$ cat config.mk
export PLATFORM = sky130hd
export DESIGN_NAME = pool2d_stream_flat
export DESIGN_NICKNAME = d
export VERILOG_FILES = /design/src/rtl/pool2d_stream_pkg.sv /design/src/rtl/pool2d_stream_if.sv /design/src/rtl/pool2d_stream_op2.sv /design/src/rtl/pool2d_stream.sv /design/src/flat_wrapper.sv
export SDC_FILE = /design/constraint.sdc
export NUM_CORES = 1
export LEC_CHECK = 0
export BUFFER_PORTS_ARGS = -buffer_cell sky130_fd_sc_hd__buf_4
export CORE_MARGIN = 2
export CORE_UTILIZATION = 45
export CTS_BUF_LIST = sky130_fd_sc_hd__clkbuf_4 sky130_fd_sc_hd__clkbuf_8
export CTS_CLUSTER_DIAMETER = 30
export DETAILED_ROUTE_END_ITERATION = 16
export GPL_TIMING_DRIVEN = 1
export PLACE_DENSITY = 0.69
export SYNTH_ARGS = -nofsm -noshare
export SYNTH_HDL_FRONTEND = slang
export SYNTH_SLANG_ARGS = --single-unit
$ cat constraint.sdc
create_clock -name clk -period 4.2 [get_ports clk]
set_input_delay 0.42 -clock clk [delete_from_list [all_inputs] [get_ports clk]]
set_output_delay 0.42 -clock clk [all_outputs]
set_load 0.01 [all_outputs]
$ cat src/rtl/pool2d_stream_pkg.sv
// pool_pkg: shared constants and elaboration-time helpers for the
// pool2d_stream slice.
//   MODE_MAX / MODE_AVG : encodings of the 'mode' input.
//   clog2()             : ceiling log2 for sizing counters and indices.
//   lb_depth()          : number of line-buffer entries for a frame width,
//                         i.e. one entry per horizontal window (IMG_W/2).
package pool_pkg;

  localparam logic MODE_MAX = 1'b0;
  localparam logic MODE_AVG = 1'b1;

  function automatic int clog2(input int value);
    int r;
    int v;
    r = 32'sd0;
    v = value - 32'sd1;
    while (v > 32'sd0) begin
      r = r + 32'sd1;
      v = v >>> 1;
    end
    return r;
  endfunction

  function automatic int lb_depth(input int img_w);
    return img_w / 32'sd2;
  endfunction

endpackage

$ cat src/rtl/pool2d_stream_if.sv
// pool2d_stream_if: pixel stream bundle between a producer and pool2d_stream.
//   data_in/valid_in               : input beat, all lanes packed.
//   data_out/valid_out/frame_done  : output beat and end-of-frame pulse.
//   slave  : the pooling block (consumes data_in, drives the outputs).
//   master : the producer/consumer side around it.
interface pool2d_stream_if #(
  parameter int W = 8
);
  logic [W-1:0] data_in;
  logic         valid_in;
  logic [W-1:0] data_out;
  logic         valid_out;
  logic         frame_done;

  modport slave (
    input  data_in,
    input  valid_in,
    output data_out,
    output valid_out,
    output frame_done
  );

  modport master (
    output data_in,
    output valid_in,
    input  data_out,
    input  valid_out,
    input  frame_done
  );
endinterface

$ cat src/rtl/pool2d_stream_op2.sv
// pool_op2: combinational two-operand reduction for one lane.
//   a, b      : operands, already widened to W = DWIDTH+2 bits.
//   mode      : MODE_MAX selects the larger operand, MODE_AVG the sum.
//   is_signed : 1 compares as two's complement, 0 as unsigned.
//   y         : max(a,b) or a+b (the sum cannot overflow W for <= 4 samples).
module pool_op2
  import pool_pkg::*;
#(
  parameter int W = 10
) (
  input  logic [W-1:0] a,
  input  logic [W-1:0] b,
  input  logic         mode,
  input  logic         is_signed,
  output logic [W-1:0] y
);

  logic a_gt_s;

  // Compare and select the reduction result
  always_comb begin
    a_gt_s = 1'b0;
    y      = b;
    if (is_signed) begin
      a_gt_s = ($signed(a) > $signed(b));
    end else begin
      a_gt_s = (a > b);
    end
    if (mode == MODE_AVG) begin
      y = a + b;
    end else if (a_gt_s) begin
      y = a;
    end else begin
      y = b;
    end
  end

endmodule

$ cat src/rtl/pool2d_stream.sv
// pool2d_stream: 2x2 / stride-2 streaming pooling over a raster pixel stream
// with CH packed lanes, or a 1-cycle bypass register when pooling is off.
//   clk, reset : clock and synchronous active-high reset.
//   en_pool    : 1 = pool, 0 = bypass; captured at the first beat of a frame.
//   mode       : MODE_MAX / MODE_AVG; captured at the first beat of a frame.
//   bus        : slave side of pool2d_stream_if (data_in/valid_in in,
//                data_out/valid_out/frame_done out, all outputs registered).
// Even rows fold each horizontal pair into the line buffer; odd rows fold
// their pair and combine it with the stored entry to emit one window.
module pool2d_stream
  import pool_pkg::*;
#(
  parameter int DWIDTH = 8,
  parameter int CH     = 1,
  parameter int IMG_W  = 28,
  parameter int IMG_H  = 28,
  parameter int SIGNED = 0
) (
  input  logic            clk,
  input  logic            reset,
  input  logic            en_pool,
  input  logic            mode,
  pool2d_stream_if.slave  bus
);

  localparam int EW       = DWIDTH + 32'sd2;
  localparam int DW       = CH * DWIDTH;
  localparam int LB_DEPTH = lb_depth(IMG_W);
  localparam int CW       = (clog2(IMG_W) < 32'sd1) ? 32'sd1 : clog2(IMG_W);
  localparam int RW       = (clog2(IMG_H) < 32'sd1) ? 32'sd1 : clog2(IMG_H);
  localparam int LBW      = (clog2(LB_DEPTH) < 32'sd1) ? 32'sd1 : clog2(LB_DEPTH);

  localparam logic [CW-1:0] COL_LAST  = CW'(IMG_W - 32'sd1);
  localparam logic [RW-1:0] ROW_LAST  = RW'(IMG_H - 32'sd1);
  // Last column/row that closes a full window; odd trailing ones are dropped.
  localparam logic [CW-1:0] WCOL_LAST = CW'(32'sd2 * (IMG_W / 32'sd2) - 32'sd1);
  localparam logic [RW-1:0] WROW_LAST = RW'(32'sd2 * (IMG_H / 32'sd2) - 32'sd1);
  localparam logic          IS_SIGNED = (SIGNED != 32'sd0) ? 1'b1 : 1'b0;

  logic [CW-1:0]    col_r;
  logic [RW-1:0]    row_r;
  logic             en_r;
  logic             mode_r;
  logic [CH*EW-1:0] pair_r;
  logic [CH*EW-1:0] line_buf_r [LB_DEPTH];
  logic [DW-1:0]    data_out_r;
  logic             valid_out_r;
  logic             frame_done_r;

  logic             start_s;
  logic             en_s;
  logic             mode_s;
  logic             last_pix_s;
  logic             last_win_s;
  logic [LBW-1:0]   lb_idx_s;
  logic [CH*EW-1:0] lb_rd_s;
  logic [CH*EW-1:0] pix_ext_s;
  logic [CH*EW-1:0] h_res_s;
  logic [CH*EW-1:0] v_res_s;
  logic [DW-1:0]    pooled_s;

  // Frame-start detect, effective frame settings and position decode
  always_comb begin
    start_s    = bus.valid_in && (col_r == {CW{1'b0}}) && (row_r == {RW{1'b0}});
    // The first beat of a frame already obeys the settings being captured.
    en_s       = start_s ? en_pool : en_r;
    mode_s     = start_s ? mode : mode_r;
    lb_idx_s   = LBW'(col_r >> 1);
    lb_rd_s    = line_buf_r[lb_idx_s];
    last_pix_s = (col_r == COL_LAST) && (row_r == ROW_LAST);
    last_win_s = (col_r == WCOL_LAST) && (row_r == WROW_LAST);
  end

  for (genvar c = 0; c < CH; c++) begin : g_lane
    logic [DWIDTH-1:0] px_s;
    assign px_s = bus.data_in[c*DWIDTH +: DWIDTH];

    if (SIGNED != 0) begin : g_sext
      assign pix_ext_s[c*EW +: EW] = {{2{px_s[DWIDTH-1]}}, px_s};
    end else begin : g_zext
      assign pix_ext_s[c*EW +: EW] = {2'b00, px_s};
    end

    // Horizontal stage: pair register against the current pixel.
    pool_op2 #(.W(EW)) u_h (
      .a         (pair_r[c*EW +: EW]),
      .b         (pix_ext_s[c*EW +: EW]),
      .mode      (mode_s),
      .is_signed (IS_SIGNED),
      .y         (h_res_s[c*EW +: EW])
    );

    // Vertical stage: stored even-row result against the odd-row pair.
    pool_op2 #(.W(EW)) u_v (
      .a         (lb_rd_s[c*EW +: EW]),
      .b         (h_res_s[c*EW +: EW]),
      .mode      (mode_s),
      .is_signed (IS_SIGNED),
      .y         (v_res_s[c*EW +: EW])
    );

    // Average is the 4-sample sum floored by 4: dropping the two LSBs of
    // the DWIDTH+2 sum is the same for arithmetic and logical shifts.
    assign pooled_s[c*DWIDTH +: DWIDTH] = (mode_s == MODE_AVG) ?
                                          v_res_s[c*EW + 2 +: DWIDTH] :
                                          v_res_s[c*EW +: DWIDTH];
  end

  // Raster position counters, advancing on accepted beats only
  always_ff @(posedge clk) begin
    if (reset) begin
      col_r <= {CW{1'b0}};
      row_r <= {RW{1'b0}};
    end else if (bus.valid_in) begin
      if (col_r == COL_LAST) begin
        col_r <= {CW{1'b0}};
        if (row_r == ROW_LAST) begin
          row_r <= {RW{1'b0}};
        end else begin
          row_r <= row_r + RW'(1'b1);
        end
      end else begin
        col_r <= col_r + CW'(1'b1);
      end
    end
  end

  // Per-frame capture of pooling enable and mode
  always_ff @(posedge clk) begin
    if (reset) begin
      en_r   <= 1'b0;
      mode_r <= 1'b0;
    end else if (start_s) begin
      en_r   <= en_pool;
      mode_r <= mode;
    end
  end

  // Pair register: holds the even-column sample of the current window row
  always_ff @(posedge clk) begin
    if (reset) begin
      pair_r <= {(CH*EW){1'b0}};
    end else if (bus.valid_in && en_s && !col_r[0]) begin
      pair_r <= pix_ext_s;
    end
  end

  // Line buffer: even-row horizontal results, read back on the odd row
  always_ff @(posedge clk) begin
    if (bus.valid_in && en_s && !row_r[0] && col_r[0]) begin
      line_buf_r[lb_idx_s] <= h_res_s;
    end
  end

  // Output register: bypass echo or completed window
  always_ff @(posedge clk) begin
    if (reset) begin
      data_out_r   <= {DW{1'b0}};
      valid_out_r  <= 1'b0;
      frame_done_r <= 1'b0;
    end else begin
      valid_out_r  <= 1'b0;
      frame_done_r <= 1'b0;
      if (bus.valid_in) begin
        if (!en_s) begin
          data_out_r   <= bus.data_in;
          valid_out_r  <= 1'b1;
          frame_done_r <= last_pix_s;
        end else if (row_r[0] && col_r[0]) begin
          data_out_r   <= pooled_s;
          valid_out_r  <= 1'b1;
          frame_done_r <= last_win_s;
        end
      end
    end
  end

  assign bus.data_out   = data_out_r;
  assign bus.valid_out  = valid_out_r;
  assign bus.frame_done = frame_done_r;

endmodule

$ cat src/flat_wrapper.sv
// flat-port wrapper written by rule: the top's interface ports become plain ports
module pool2d_stream_flat import pool_pkg::*;
#(
  parameter int DWIDTH = 8,
  parameter int CH     = 1,
  parameter int IMG_W  = 28,
  parameter int IMG_H  = 28,
  parameter int SIGNED = 0
)
  (clk, reset, en_pool, mode, bus_data_in, bus_valid_in, bus_data_out, bus_valid_out, bus_frame_done);
  pool2d_stream_if #(.W(8)) bus_i ();
  input  logic clk;
  input  logic reset;
  input  logic en_pool;
  input  logic mode;
  input wire logic [$bits(bus_i.data_in)-1:0] bus_data_in;
  input wire logic [$bits(bus_i.valid_in)-1:0] bus_valid_in;
  output wire logic [$bits(bus_i.data_out)-1:0] bus_data_out;
  output wire logic [$bits(bus_i.valid_out)-1:0] bus_valid_out;
  output wire logic [$bits(bus_i.frame_done)-1:0] bus_frame_done;
  assign bus_i.data_in = bus_data_in;
  assign bus_i.valid_in = bus_valid_in;
  assign bus_data_out = bus_i.data_out;
  assign bus_valid_out = bus_i.valid_out;
  assign bus_frame_done = bus_i.frame_done;
  pool2d_stream #(.DWIDTH(DWIDTH), .CH(CH), .IMG_W(IMG_W), .IMG_H(IMG_H), .SIGNED(SIGNED)) u_core (.clk(clk), .reset(reset), .en_pool(en_pool), .mode(mode), .bus(bus_i));
endmodule
* Word-level counts from Yosys, hierarchy flattened
Memories as Yosys holds them, arrays and structs flattened. A register that Yosys moved wholly into a read port is not among the register bits.
Cells that the tools add are included.
** Word-level totals
- Flip-flop bits (word level) :: 30
- Bits in writable memories :: 126
- Bits of input ports :: 13
- Output and inout bits :: 10
- Logic and storage cells :: 53
- Memories kept :: 1
** Memory list
- u_core.line_buf_r :: depth 14, bits a word 9, read ports 1, clocked after memory_dff 1, wr ports 1, RTL line pool2d_stream.sv:45 : logic [CH*EW-1:0] line_buf_r [LB_DEPTH];
** Cells by class
- Add/sub/neg operators :: 4
- Order comparisons :: 2
- Equality and inequality tests :: 3
- Muxes and demuxes :: 19
- Bitwise logic cells :: 1
- Reduce and logical (&&, ||, !) cells :: 15
** Operators by type and width (count)
- $mux W8 :: 4
- $mux W10 :: 2
- $add A10 B10 Y10 :: 1
- $add A5 B1 Y5 const B :: 2
- $eq A5 B5 Y1 const B :: 2
- $gt A10 B10 Y1 :: 1
- $logic_not A5 Y1 :: 2
- $mux W5 :: 2
- $add A8 B8 Y9 :: 1
- $mux W9 :: 1
- $gt A8 B8 Y1 :: 1
- $logic_and A1 B1 Y1 :: 8
- $mux W1 :: 8
- $mux W4 :: 2
- $reduce_and A2 Y1 :: 2
- $logic_not A1 Y1 :: 2
- $ne A2 B2 Y1 const B :: 1
- $reduce_or A2 Y1 :: 1
- $not A1 Y1 :: 1

* Logic depth before layout (Yosys ltp)
Gate-level depths: netlist (run 1).
- Depth in word-level cells :: 11
- Mapped depth :: 18
- Gate-level depth less buffers :: 17

* By module
Synthesis (run 1) repeated with hierarchy kept, for this count alone.
** Unflattened totals
- Cells, all modules :: 651
- Area total of the unflattened synthesis :: 9140.0 um^2
** By module, submodules not included
- pool2d_stream :: times used 1, cells each 425, area an instance 7333.3 um^2, sequential area each 4884.7 um^2
- pool_op2 :: times used 2, cells each 113, area an instance 903.4 um^2, sequential area each 0.0 um^2

* Worst setup path before layout (run 1)
Ideal clock, no wire load.
- Path type :: flip-flop to flip-flop
- Start point :: register u_core.col_r[1]
- End point :: register u_core.data_out_r[6], in the netlist u_core.bus.data_out[6]
- Library setup time :: 0.131 ns
- Data arrival time :: 3.763 ns
- Data required time :: 4.069 ns
- Slack :: 0.305 ns
- Cell stages (with the launch flop) :: 17
- Buffers on the path :: 2
- Period minus slack after synthesis :: 3.895 ns
- Path through :: dfxtp_1 clkbuf_1 inv_1 ha_1 and4bb_1 nand3_2 mux2i_1 clkbuf_1 mux2i_1 ha_1 nand2b_1 a221oi_1 o221ai_1 a21oi_1 xor2_1 o221a_2 nor3_1
** Between the ends
- Word-level cells in the longest chain between the ends :: 11
- Elaborated cells between the ends (all ways) :: 15
- Those cells by class :: 1 x add/sub; 1 x order compare; 1 x eq/ne; 8 x mux; 4 x reduce/logical
** RTL lines
- start: declaration :: RTL line pool2d_stream.sv:40 : logic [CW-1:0] col_r;
- start signal: assignment :: RTL line pool2d_stream.sv:112 : col_r <= {CW{1'b0}};
- start signal: assignment :: RTL line pool2d_stream.sv:116 : col_r <= {CW{1'b0}};
- start signal: assignment :: RTL line pool2d_stream.sv:123 : col_r <= col_r + CW'(1'b1);
- $logic_not A5 Y1 * :: RTL line pool2d_stream.sv:64 : start_s = bus.valid_in && (col_r == {CW{1'b0}}) && (row_r == {RW{1'b0}});
- $logic_and A1 B1 Y1 * (2 in a row) :: RTL line pool2d_stream.sv:64
- $mux W1 *
- $mux W9 * :: RTL line pool2d_stream_op2.sv:29 : if (mode == MODE_AVG) begin
- named net u_core.g_lane[0].u_h.y[0] :: RTL line pool2d_stream_op2.sv:15 : output logic [W-1:0] y
- $gt A10 B10 Y1 :: RTL line pool2d_stream_op2.sv:27 : a_gt_s = (a > b);
- $mux W10 :: RTL line pool2d_stream_op2.sv:31 : end else if (a_gt_s) begin
- $mux W10 * :: RTL line pool2d_stream_op2.sv:29
- $mux W8 * :: RTL line pool2d_stream.sv:104 : assign pooled_s[c*DWIDTH +: DWIDTH] = (mode_s == MODE_AVG) ?
- $mux W8 * :: RTL line pool2d_stream.sv:169 : end else if (row_r[0] && col_r[0]) begin
- $mux W8 * :: RTL line pool2d_stream.sv:165 : if (!en_s) begin
- end signal: assignment :: RTL line pool2d_stream.sv:158 : data_out_r <= {DW{1'b0}};
- end signal: assignment :: RTL line pool2d_stream.sv:166 : data_out_r <= bus.data_in;
- end signal: assignment :: RTL line pool2d_stream.sv:170 : data_out_r <= pooled_s;
- end: declaration :: RTL line pool2d_stream.sv:46 : logic [DW-1:0] data_out_r;
Mark *: on every way through the listed nets, which the timed path passes. The rest lies on a longest branch. The select of a mux whose other input is x is not followed.
A chain may end at the register's enable or synchronous reset.

* Worst setup path after layout (run 1)
- Start point :: register u_core.row_r[0]
- End point :: register u_core.data_out_r[2], in the netlist u_core.bus.data_out[2]
** Between the ends
- Word-level cells in the longest chain between the ends :: 10
- Elaborated cells between the ends (all ways) :: 15
- Those cells by class :: 1 x add/sub; 1 x order compare; 1 x eq/ne; 8 x mux; 4 x reduce/logical
** RTL lines
- start: declaration :: RTL line pool2d_stream.sv:41 : logic [RW-1:0] row_r;
- start signal: assignment :: RTL line pool2d_stream.sv:113 : row_r <= {RW{1'b0}};
- start signal: assignment :: RTL line pool2d_stream.sv:118 : row_r <= {RW{1'b0}};
- start signal: assignment :: RTL line pool2d_stream.sv:120 : row_r <= row_r + RW'(1'b1);
- $logic_not A5 Y1 :: RTL line pool2d_stream.sv:64
- $logic_and A1 B1 Y1 :: RTL line pool2d_stream.sv:64
- $mux W1
- $mux W9 :: RTL line pool2d_stream_op2.sv:29
- $gt A10 B10 Y1 :: RTL line pool2d_stream_op2.sv:27
- $mux W10 :: RTL line pool2d_stream_op2.sv:31
- $mux W10 :: RTL line pool2d_stream_op2.sv:29
- $mux W8 :: RTL line pool2d_stream.sv:104
- $mux W8 :: RTL line pool2d_stream.sv:169
- $mux W8 :: RTL line pool2d_stream.sv:165
Parallel ways exist; a longest one is shown, timed or not. The select of a mux whose other input is x is not followed.

==> results of run 1 <==
through the flow:
step,cell area [sq um],utilization,hold WS [ns],power [uW],setup WS [ns]
CTS,8620,0.518,0.193,3450,0.167
detailed placement,8210,0.493,0.514,2320,0.0861
global placement,8210,0.493,0.497,2310,0.189
finish,8620,0.518,0.226,3430,0.252
global route,8620,0.518,0.222,3560,0.0180
floorplan,7670,-,0.474,2150,0.305
layout make-up:
type	instances	area (sq um)
flip-flops and latches	160	4470
clock inverters	15	175
fillers	1362	8020
clock buffers	17	234
inverters	21	78.8
multi-input cells	349	3010
well taps	220	275
repair buffers	50	388
where the power goes:
part | internal [uW] | switching [uW]
sequential | 1760 | 15.6
combinational | 209 | 304
clock | 502 | 642
layout by cell type, fill, tap and decap left out, types with 4 or more instances in the layout:
master,instances
inv_6,4
o21ai_0,6
mux2i_1,28
nand2b_1,6
nand2_1,18
o21bai_1,4
dfxtp_1,32
mux4_2,31
and3_1,4
ha_1,38
xnor2_1,9
buf_4,49
or3_1,4
mux2_1,8
nand3_1,16
nor3_1,10
nor2b_1,11
a21oi_1,27
inv_1,21
nor2_1,52
a211oi_1,9
mux2_2,4
inv_8,4
nor3b_1,5
clkbuf_8,17
o21ai_1,8
edfxtp_1,126
cells by family (layout without fill, tap and decap cells):
family / Yosys count / after routing / synth area share
and+or+nand+nor: 142 / 142 / 0.0924
buffers and inverters: 43 / 103 / 0.0276
muxes: 72 / 72 / 0.146
AOI/OAI and AO/OA: 84 / 84 / 0.0737
DFF: 160 / 160 / 0.582
adders and majority gates: 39 / 39 / 0.0646
xor gates and xnor gates: 12 / 12 / 0.0137
per-layer routing:
metal | share of wire | track usage
met3 | 0.053 | 0.0450
met5 | 0 | 0
met1 | 0.44 | 0.254
met4 | 0.017 | 0.0626
met2 | 0.49 | 0.311
sequential cells by signal (all words and copies together), names as in the netlist, named ones only:
register               count
u_core.bus.data_out        8
u_core.en_r                1
u_core.bus.frame_done      1
u_core.mode_r              1
u_core.pair_r              8
u_core.row_r               5
u_core.bus.valid_out       1
u_core.line_buf_r        126
u_core.col_r               5
worst max-delay path by stage:
stage                                            start  cells after the start  slack (ns)                             endpoint
final                     u_core.row_r[0]$_SDFFE_PP0P_                     16        0.25  u_core.bus.data_out[2]$_SDFFE_PP0P_
after global routing      u_core.row_r[0]$_SDFFE_PP0P_                     17        0.02  u_core.bus.data_out[1]$_SDFFE_PP0P_
after CTS                 u_core.row_r[0]$_SDFFE_PP0P_                     17        0.17  u_core.bus.data_out[1]$_SDFFE_PP0P_
after detailed placement                bus_data_in[0]                     18        0.09  u_core.bus.data_out[1]$_SDFFE_PP0P_
after global placement                  bus_data_in[0]                     18        0.19  u_core.bus.data_out[1]$_SDFFE_PP0P_
after floorplan           u_core.col_r[1]$_SDFFE_PP0P_                     16        0.31  u_core.bus.data_out[6]$_SDFFE_PP0P_
worst max-delay path: cells and delay by family, from the launching register on:
| family | cells | cell delay (ns) |
|---|---|---|
| AND/OR/NAND/NOR | 6 | 0.91 |
| multiplexers | 2 | 0.58 |
| AO/OA/AOI/OAI | 4 | 0.94 |
| buffers and inverters | 2 | 0.43 |
| adder cells (fa/ha/maj) | 2 | 0.59 |
| flip-flops | 1 | 0.41 |
==> flow_metrics.env, run 1 <==
export IMPL_status="complete, no violations"
export IMPL_ys_seq_area_frac=0.582
export IMPL_synth_edf_count=126
export IMPL_drtIter0Drc=380
export IMPL_cts_hold_buf=0
export IMPL_hpwl_microns=11500
export IMPL_worst_pin_slew_ns=1.06
export IMPL_htreeDepth=4
export IMPL_core_area_sq_um=16600
export IMPL_cellLeakagePower_uw=0.00304
export IMPL_cts_num_sinks=160
export IMPL_path_clk_slew_ns=0.10
export IMPL_die_y_microns=135
export IMPL_hp_start="bus_data_in[2]"
export IMPL_period_share=0.940
export IMPL_ioPinCount=23
export IMPL_netlist_area_sq_um=7670
export IMPL_drc=0
export IMPL_yosysWarningCount=0
export IMPL_final_nets=651
export IMPL_cp_cell_sequence="inv_1, ha_1, and4bb_1, nand3_2, mux2i_2, buf_4, nor3b_1, mux2i_1, nand3_1, ha_1, nand3_1, o32ai_1, a21oi_2, nand2b_1, o221a_2, a211oi_1"
export IMPL_powerDensity_nw_per_um2=398
export IMPL_peakVddDrop_v=0.000213
export IMPL_ant_nets=0
export IMPL_antenna_cells=0
export IMPL_rows=47
export IMPL_fmax_ghz=0.253
export IMPL_antenna_found_initial=0
export IMPL_totalWireLength_microns=16700
export IMPL_yosys_register_bits=160
export IMPL_synthFlopType="edfxtp_1"
export IMPL_synth_area_leaders="edfxtp_1 49%, mux4_2 9.1%, dfxtp_1 8.9%"
export IMPL_die_area_sq_um=18100
export IMPL_crit_type="flop to flop"
export IMPL_grt_max_degree=32
export IMPL_ys_async_sr_fraction=0
export IMPL_slowest_stage="dfxtp_2"
export IMPL_r2r_slack_ns=0.25
export IMPL_setup_violations=0
export IMPL_cap_violations=0
export IMPL_relSlewSlack=0.271
export IMPL_syn_to_final_growth_pct=12.4
export IMPL_worstHoldPathType="input port to flop"
export IMPL_cts_setup_buffers=0
export IMPL_cts_tree="built"
export IMPL_drive_gt1_frac=0.209
export IMPL_hold_viol_final=0
export IMPL_r2r_end="u_core.bus.data_out[2]$_SDFFE_PP0P_"
export IMPL_grt_pass1_vias=4749
export IMPL_postSynthCellCount=552
export IMPL_cp_max_fo=19
export IMPL_fin_cells=832
export IMPL_cp_start_kind="flop"
export IMPL_insertion_delay_ns=0.46
export IMPL_start_util=0.461
export IMPL_vias=4751
export IMPL_place_congestion=0.934
export IMPL_netlist_top_cells_count="126 x edfxtp_1, 53 x nor2_1, 38 x ha_1"
export IMPL_track_usage=0.191
export IMPL_synth_fp_nets=604
export IMPL_detail_route_vias_per_cell=5.71
export IMPL_end_kind="flop"
export IMPL_dr_pass1_iters=4
export IMPL_reg2reg_from="u_core.row_r[0]$_SDFFE_PP0P_"
export IMPL_synth_most_common_cell="edfxtp_1"
export IMPL_holdPathStages=3
export IMPL_grt_overflow=0
export IMPL_wire_per_inst_microns=20.0
export IMPL_ys_types=58
export IMPL_dpl_cell_count=800
export IMPL_synth_area_per_cell_sq_um=13.9
export IMPL_grt_first_pass_wirelength_microns=25700
export IMPL_cts_max_path_buffers=2
export IMPL_arrival_ns=4.32
export IMPL_slew_viol_final=0
export IMPL_tns_ns=0
export IMPL_die_x_microns=135
export IMPL_cts_buffers=17
export IMPL_reg2reg_depth=16
export IMPL_post_cts_resized=0
export IMPL_min_to="u_core.pair_r[2]$_SDFFE_PP0P_"
export IMPL_yosysTopAreaCellShare=0.493
export IMPL_max_stage_delay_ns=0.41
export IMPL_cp_data_required_time_ns=4.57
export IMPL_cts_root_buf="clkbuf_8"
export IMPL_rsz0062_at_grt="no"
export IMPL_period_needed_ns=3.95
export IMPL_clock_skew_ns=0.0140
export IMPL_numPortBuffers=22
export IMPL_yosysTopAreaCell="edfxtp_1"
No activity file was read; power rests on OpenSTA's default activity.
==> inputs of run 2 (changes only) <==
Settings changed: RECOVER_POWER from default to 25.
==> run 2 against run 1 <==
  * Setup slack worse by 0.0087 ns
  * Global-route usage unchanged
  * Maximum frequency down 0.22%
  * Largest cell class unchanged
  * Count of clock-buffer cells in the layout unchanged
  * Largest power group unchanged
  * Routed wire length up 0.12%
  * Clock skew about the same
  * Final cell count unchanged
  * Non-clock buffer count unchanged
  * Critical path depth unchanged
  * Core utilization down 0.35 points
  * Sequential share of layout area up 0.35 points
  * Via count up 0.53%
==> flow_metrics.env, run 2 (synthesis results as in run 1) <==
export IMPL_status="complete, no violations"
export IMPL_cellLeakagePower_uw=0.00299
export IMPL_cts_max_path_buffers=2
export IMPL_crit_path_end="u_core.bus.data_out[2]$_SDFFE_PP0P_"
export IMPL_grt_first_pass_wirelength_microns=25700
export IMPL_cts_setup_buffers=0
export IMPL_antenna_found_initial=0
export IMPL_cp_start_kind="flop"
export IMPL_cts_buffers=17
export IMPL_rows=47
export IMPL_pwr_share_seq=0.519
export IMPL_antenna_cells=0
export IMPL_utilization=0.515
export IMPL_start_util=0.461
export IMPL_p_int_uw=2460
export IMPL_powerDensity_nw_per_um2=400
export IMPL_fmax_ghz=0.253
export IMPL_hold_viol_final=0
export IMPL_ioPinCount=23
export IMPL_sw_frac_of_total=0.282
export IMPL_worstHoldPathType="input port to flop"
export IMPL_cts_tree="built"
export IMPL_cp_data_required_time_ns=4.58
export IMPL_largest_register_ffs=126
export IMPL_path_clk_slew_ns=0.10
export IMPL_max_stage_delay_ns=0.41
export IMPL_layout_common_cells="126 x edfxtp_1, 52 x nor2_1, 38 x ha_1"
export IMPL_cts_hold_buf=0
export IMPL_slew_viol_final=0
export IMPL_detail_route_vias_per_cell=5.74
export IMPL_cp_max_fo=19
export IMPL_drtIter0Drc=387
export IMPL_grt_overflow=0
export IMPL_vias=4776
export IMPL_drc=0
export IMPL_arrival_ns=4.34
export IMPL_worst_pin_slew_ns=1.04
export IMPL_peakVddDrop_v=0.000217
export IMPL_r2r_end="u_core.bus.data_out[2]$_SDFFE_PP0P_"
export IMPL_period_needed_ns=3.96
export IMPL_tns_ns=0
export IMPL_layout_commonest_cell="edfxtp_1"
export IMPL_final_nets=651
export IMPL_htreeDepth=4
export IMPL_hpwl_microns=11500
export IMPL_cts_root_buf="clkbuf_8"
export IMPL_p_sw_uw=964
export IMPL_die_y_microns=135
export IMPL_numPortBuffers=22
export IMPL_die_area_sq_um=18100
export IMPL_reg2reg_depth=16
export IMPL_reg2reg_from="u_core.row_r[0]$_SDFFE_PP0P_"
export IMPL_period_share=0.942
export IMPL_die_x_microns=135
export IMPL_largest_register="u_core.line_buf_r"
export IMPL_cap_violations=0
export IMPL_cp_startpoint="u_core.row_r[0]$_SDFFE_PP0P_"
export IMPL_clock_skew_ns=0.0138
export IMPL_ant_nets=0
export IMPL_cts_num_sinks=160
export IMPL_r2r_slack_ns=0.24
export IMPL_wire_per_inst_microns=20.1
export IMPL_syn_to_final_growth_pct=11.6
export IMPL_power_uw=3420
export IMPL_slowest_stage="dfxtp_2"
export IMPL_grt_max_degree=32
export IMPL_setup_violations=0
export IMPL_track_usage=0.191
export IMPL_p_clk_frac=0.335
export IMPL_crit_type="flop to flop"
export IMPL_insertion_delay_ns=0.46
export IMPL_place_congestion=0.934
export IMPL_post_cts_resized=0
export IMPL_rsz0062_at_grt="no"
export IMPL_dr_pass1_iters=5
export IMPL_totalWireLength_microns=16700
export IMPL_drive_gt1_frac=0.185
export IMPL_relSlewSlack=0.287
export IMPL_p_comb_frac=0.146
export IMPL_cp_cell_sequence="inv_1, ha_1, and4bb_1, nand3_2, mux2i_2, buf_4, nor3b_1, mux2i_1, nand3_1, ha_1, nand3_1, o32ai_1, a21oi_2, nand2b_1, o221a_2, a211oi_1"
export IMPL_end_kind="flop"
export IMPL_grt_pass1_vias=4749
export IMPL_core_area_sq_um=16600
## run 2: cell types whose count changed in the layout (fill, tap and decap cells not counted), sizes merged
cell / before / now
clkbuf: 17 / 31
buf: 50 / 36
## run 2: routing by layer
layer  GRT usage  part of all wire  up-vias
met5           0                 0        -
met4      0.0626             0.018        0
met3      0.0450             0.052       20
met2       0.311              0.49      126
met1       0.254              0.44     2432
li1            -                 -     2198
## run 2: worst max-delay path, delay by kind of cell, from the launching register on
family | cells | cell delay (ns)
AO/OA/AOI/OAI | 4 | 0.92
adder cells (fa/ha/maj) | 2 | 0.59
buffers and inverters | 2 | 0.43
flip-flops | 1 | 0.41
multiplexers | 2 | 0.61
AND/OR/NAND/NOR | 6 | 0.91
## run 2: layout make-up
class | instances | area (sq um)
flip-flops and latches | 160 | 4470
inverters | 21 | 78.8
fillers | 1375 | 8080
repair buffers | 50 | 335
clock inverters | 15 | 175
multi-input cells | 349 | 3000
clock buffers | 17 | 234
well taps | 220 | 275
## run 2: worst min-delay path by stage
stage,start,end,slack (ns),cells past startpoint
after floorplan,u_core.row_r[1]$_SDFFE_PP0P_,u_core.row_r[1]$_SDFFE_PP0P_,0.47,2
after global placement,u_core.row_r[1]$_SDFFE_PP0P_,u_core.row_r[1]$_SDFFE_PP0P_,0.50,2
after detailed placement,u_core.row_r[1]$_SDFFE_PP0P_,u_core.row_r[1]$_SDFFE_PP0P_,0.51,2
after CTS,bus_data_in[2],u_core.pair_r[2]$_SDFFE_PP0P_,0.19,3
after global routing,bus_data_in[3],u_core.pair_r[3]$_SDFFE_PP0P_,0.22,3
final,bus_data_in[2],u_core.pair_r[2]$_SDFFE_PP0P_,0.22,3
## run 2: power by group through the flow
stage	sequential, uW	combinational (uW)	clock [uW]
detailed placement	1810	505	0
global placement	1810	495	0
CTS	1780	510	1160
floorplan	1810	343	0
finish	1780	501	1150
global route	1780	546	1230
## run 2: metrics by stage
stage	cells	area [sq um]	setup WS [ns]	hold slack (ns)
2_1_floorplan	552	7670	0.305	0.474
3_3_place_gp	800	8210	0.189	0.497
3_5_place_dp	800	8210	0.0861	0.514
4_1_cts	832	8620	0.167	0.193
5_1_grt	832	8570	0.0180	0.222
6_report	832	8570	0.244	0.220
==> inputs of run 3 (changes only) <==
Clock period 4.2 ns to 4.8 ns, I/O delays scaled along.
==> run 3 against run 2 <==
  * Final cell count down 0.84%
  * Combinational power down 19%
  * Power down 13%
  * Core utilization down 0.19 points
  * First-iteration DRC count down 21%
  * Largest power group unchanged
  * Highest routed layer unchanged
==> flow_metrics.env, run 3 (synthesis results as in run 1) <==
export IMPL_wl_met3_microns=688
export IMPL_cp_start_kind="flop"
export IMPL_arrival_ns=4.62
export IMPL_grt_max_degree=32
export IMPL_cts_root_buf="clkbuf_8"
export IMPL_numPortBuffers=22
export IMPL_antenna_found_initial=0
export IMPL_p_clk_frac=0.340
export IMPL_cts_hold_buf=0
export IMPL_wl_met2_microns=8040
export IMPL_p_comb_frac=0.136
export IMPL_status="complete, no violations"
export IMPL_totalWireLength_microns=16500
export IMPL_clock_skew_ns=0.0120
export IMPL_cts_tree="built"
export IMPL_ff_latch_area_sq_um=4470
export IMPL_final_nets=645
export IMPL_n_fill_cell=1423
export IMPL_detail_route_vias_per_cell=5.73
export IMPL_multiInputGateArea_sq_um=3010
export IMPL_hold_viol_final=0
export IMPL_cts_setup_buffers=0
export IMPL_slew_viol_final=0
export IMPL_vias=4725
export IMPL_cellLeakagePower_uw=0.00298
export IMPL_largest_register_ffs=126
export IMPL_peakVddDrop_v=0.000190
export IMPL_track_usage=0.193
export IMPL_p_int_uw=2180
export IMPL_largest_register="u_core.line_buf_r"
export IMPL_ant_nets=0
export IMPL_cts_buffers=17
export IMPL_dr_pass1_iters=5
export IMPL_cp_data_required_time_ns=5.15
export IMPL_place_congestion=0.890
export IMPL_worst_pin_slew_ns=1.17
export IMPL_drt_met1_wl_microns=7470
export IMPL_core_area_sq_um=16600
export IMPL_highest_layer="met4"
export IMPL_grt_first_pass_wirelength_microns=25900
export IMPL_path_clk_slew_ns=0.09
export IMPL_rows=47
export IMPL_utilization=0.513
export IMPL_rsz0062_at_grt="no"
export IMPL_relSlewSlack=0.195
export IMPL_pwr_share_seq=0.524
export IMPL_crit_type="flop to flop"
export IMPL_post_cts_resized=0
export IMPL_hpwl_microns=11200
export IMPL_cts_max_path_buffers=2
export IMPL_cap_violations=0
export IMPL_p_sw_uw=799
export IMPL_tns_ns=0
export IMPL_cp_max_fo=12
export IMPL_die_y_microns=135
export IMPL_layout_common_cells="126 x edfxtp_1, 53 x nor2_1, 38 x ha_1"
export IMPL_die_x_microns=135
export IMPL_ioPinCount=23
export IMPL_drtIter0Drc=304
export IMPL_sw_frac_of_total=0.268
export IMPL_grt_overflow=0
export IMPL_drive_gt1_frac=0.182
export IMPL_drc=0
export IMPL_syn_to_final_growth_pct=11.2
export IMPL_cts_num_sinks=160
export IMPL_powerDensity_nw_per_um2=350
export IMPL_insertion_delay_ns=0.46
export IMPL_setup_violations=0
export IMPL_wire_per_inst_microns=20.0
export IMPL_die_area_sq_um=18100
export IMPL_grt_pass1_vias=4798
export IMPL_end_kind="flop"
export IMPL_period_share=0.890
export IMPL_period_needed_ns=4.27
export IMPL_antenna_cells=0
export IMPL_worstHoldPathType="input port to flop"
export IMPL_htreeDepth=4
export IMPL_fmax_ghz=0.234
export IMPL_start_util=0.461
export IMPL_layout_commonest_cell="edfxtp_1"
run 3: changes by cell type in the layout (fill, tap and decap cells not counted), moves of 2 or more:
| cell | previous run | this run |
|---|---|---|
| clkinvlp_4 | 1 | 3 |
| clkbuf_1 | 14 | 11 |
| nor3_2 | 1 | 3 |
| buf_4 | 35 | 31 |
| nor3_1 | 11 | 9 |
| clkinv_8 | 3 | 0 |
run 3: critical path, cell delays in order, from the launching register on:
cell      delay [ns]
dfxtp_1         0.54
inv_1           0.14
ha_1            0.20
and4bb_1        0.20
nand3_2         0.14
mux2i_2         0.64
clkbuf_4        0.28
a21o_1          0.16
ha_1            0.27
nand2b_1        0.17
a221oi_1        0.49
o221ai_1        0.27
a21oi_1         0.25
xor2_1          0.18
o221a_2         0.20
nor3_1          0.04
run 3: worst paths after layout:
| path | cells past startpoint | startpoint | slack [ns] | end |
|---|---|---|---|---|
| worst max-delay path | 15 | u_core.col_r[1]$_SDFFE_PP0P_ | 0.53 | u_core.bus.data_out[6]$_SDFFE_PP0P_ |
| worst min-delay path | 3 | bus_data_in[4] | 0.29 | u_core.pair_r[4]$_SDFFE_PP0P_ |
| worst min register to register | 2 | u_core.row_r[1]$_SDFFE_PP0P_ | 0.53 | u_core.row_r[1]$_SDFFE_PP0P_ |
| worst max register to register | 15 | u_core.col_r[1]$_SDFFE_PP0P_ | 0.53 | u_core.bus.data_out[6]$_SDFFE_PP0P_ |
run 3: stage by stage:
stage          hold slack (ns)  worst slack, ns  total power (uW)  cell area [sq um]  cells
2_1_floorplan            0.474            0.905              1880               7670    552
3_3_place_gp             0.497            0.529              2000               8180    794
3_5_place_dp             0.514            0.451              2000               8180    794
4_1_cts                  0.263            0.573              3010               8580    825
5_1_grt                  0.296           0.0601              3110               8530    825
6_report                 0.288            0.528              2980               8530    825
run 3: routing by layer:
metal  vias up  GRT usage
li1       2200          -
met1      2388      0.256
met2       111      0.314
met3        26     0.0420
met4         0     0.0737
met5         -          0
run 3: power groups by stage:
stage | Combinational [uW] | Clock (uW) | Sequential (uW)
CTS | 412 | 1040 | 1560
finish | 407 | 1010 | 1560
detailed placement | 410 | 0 | 1590
floorplan | 300 | 0 | 1580
global placement | 403 | 0 | 1590
global route | 450 | 1100 | 1570
run 3: layout make-up:
class	count	share of cell area
timing repair buffer	44	0.0353
sequential	160	0.523
clock buffer	17	0.0274
inverter	21	0.00924
multi-input combinational	349	0.352
clock inverter	14	0.0201
tap	220	0.0323
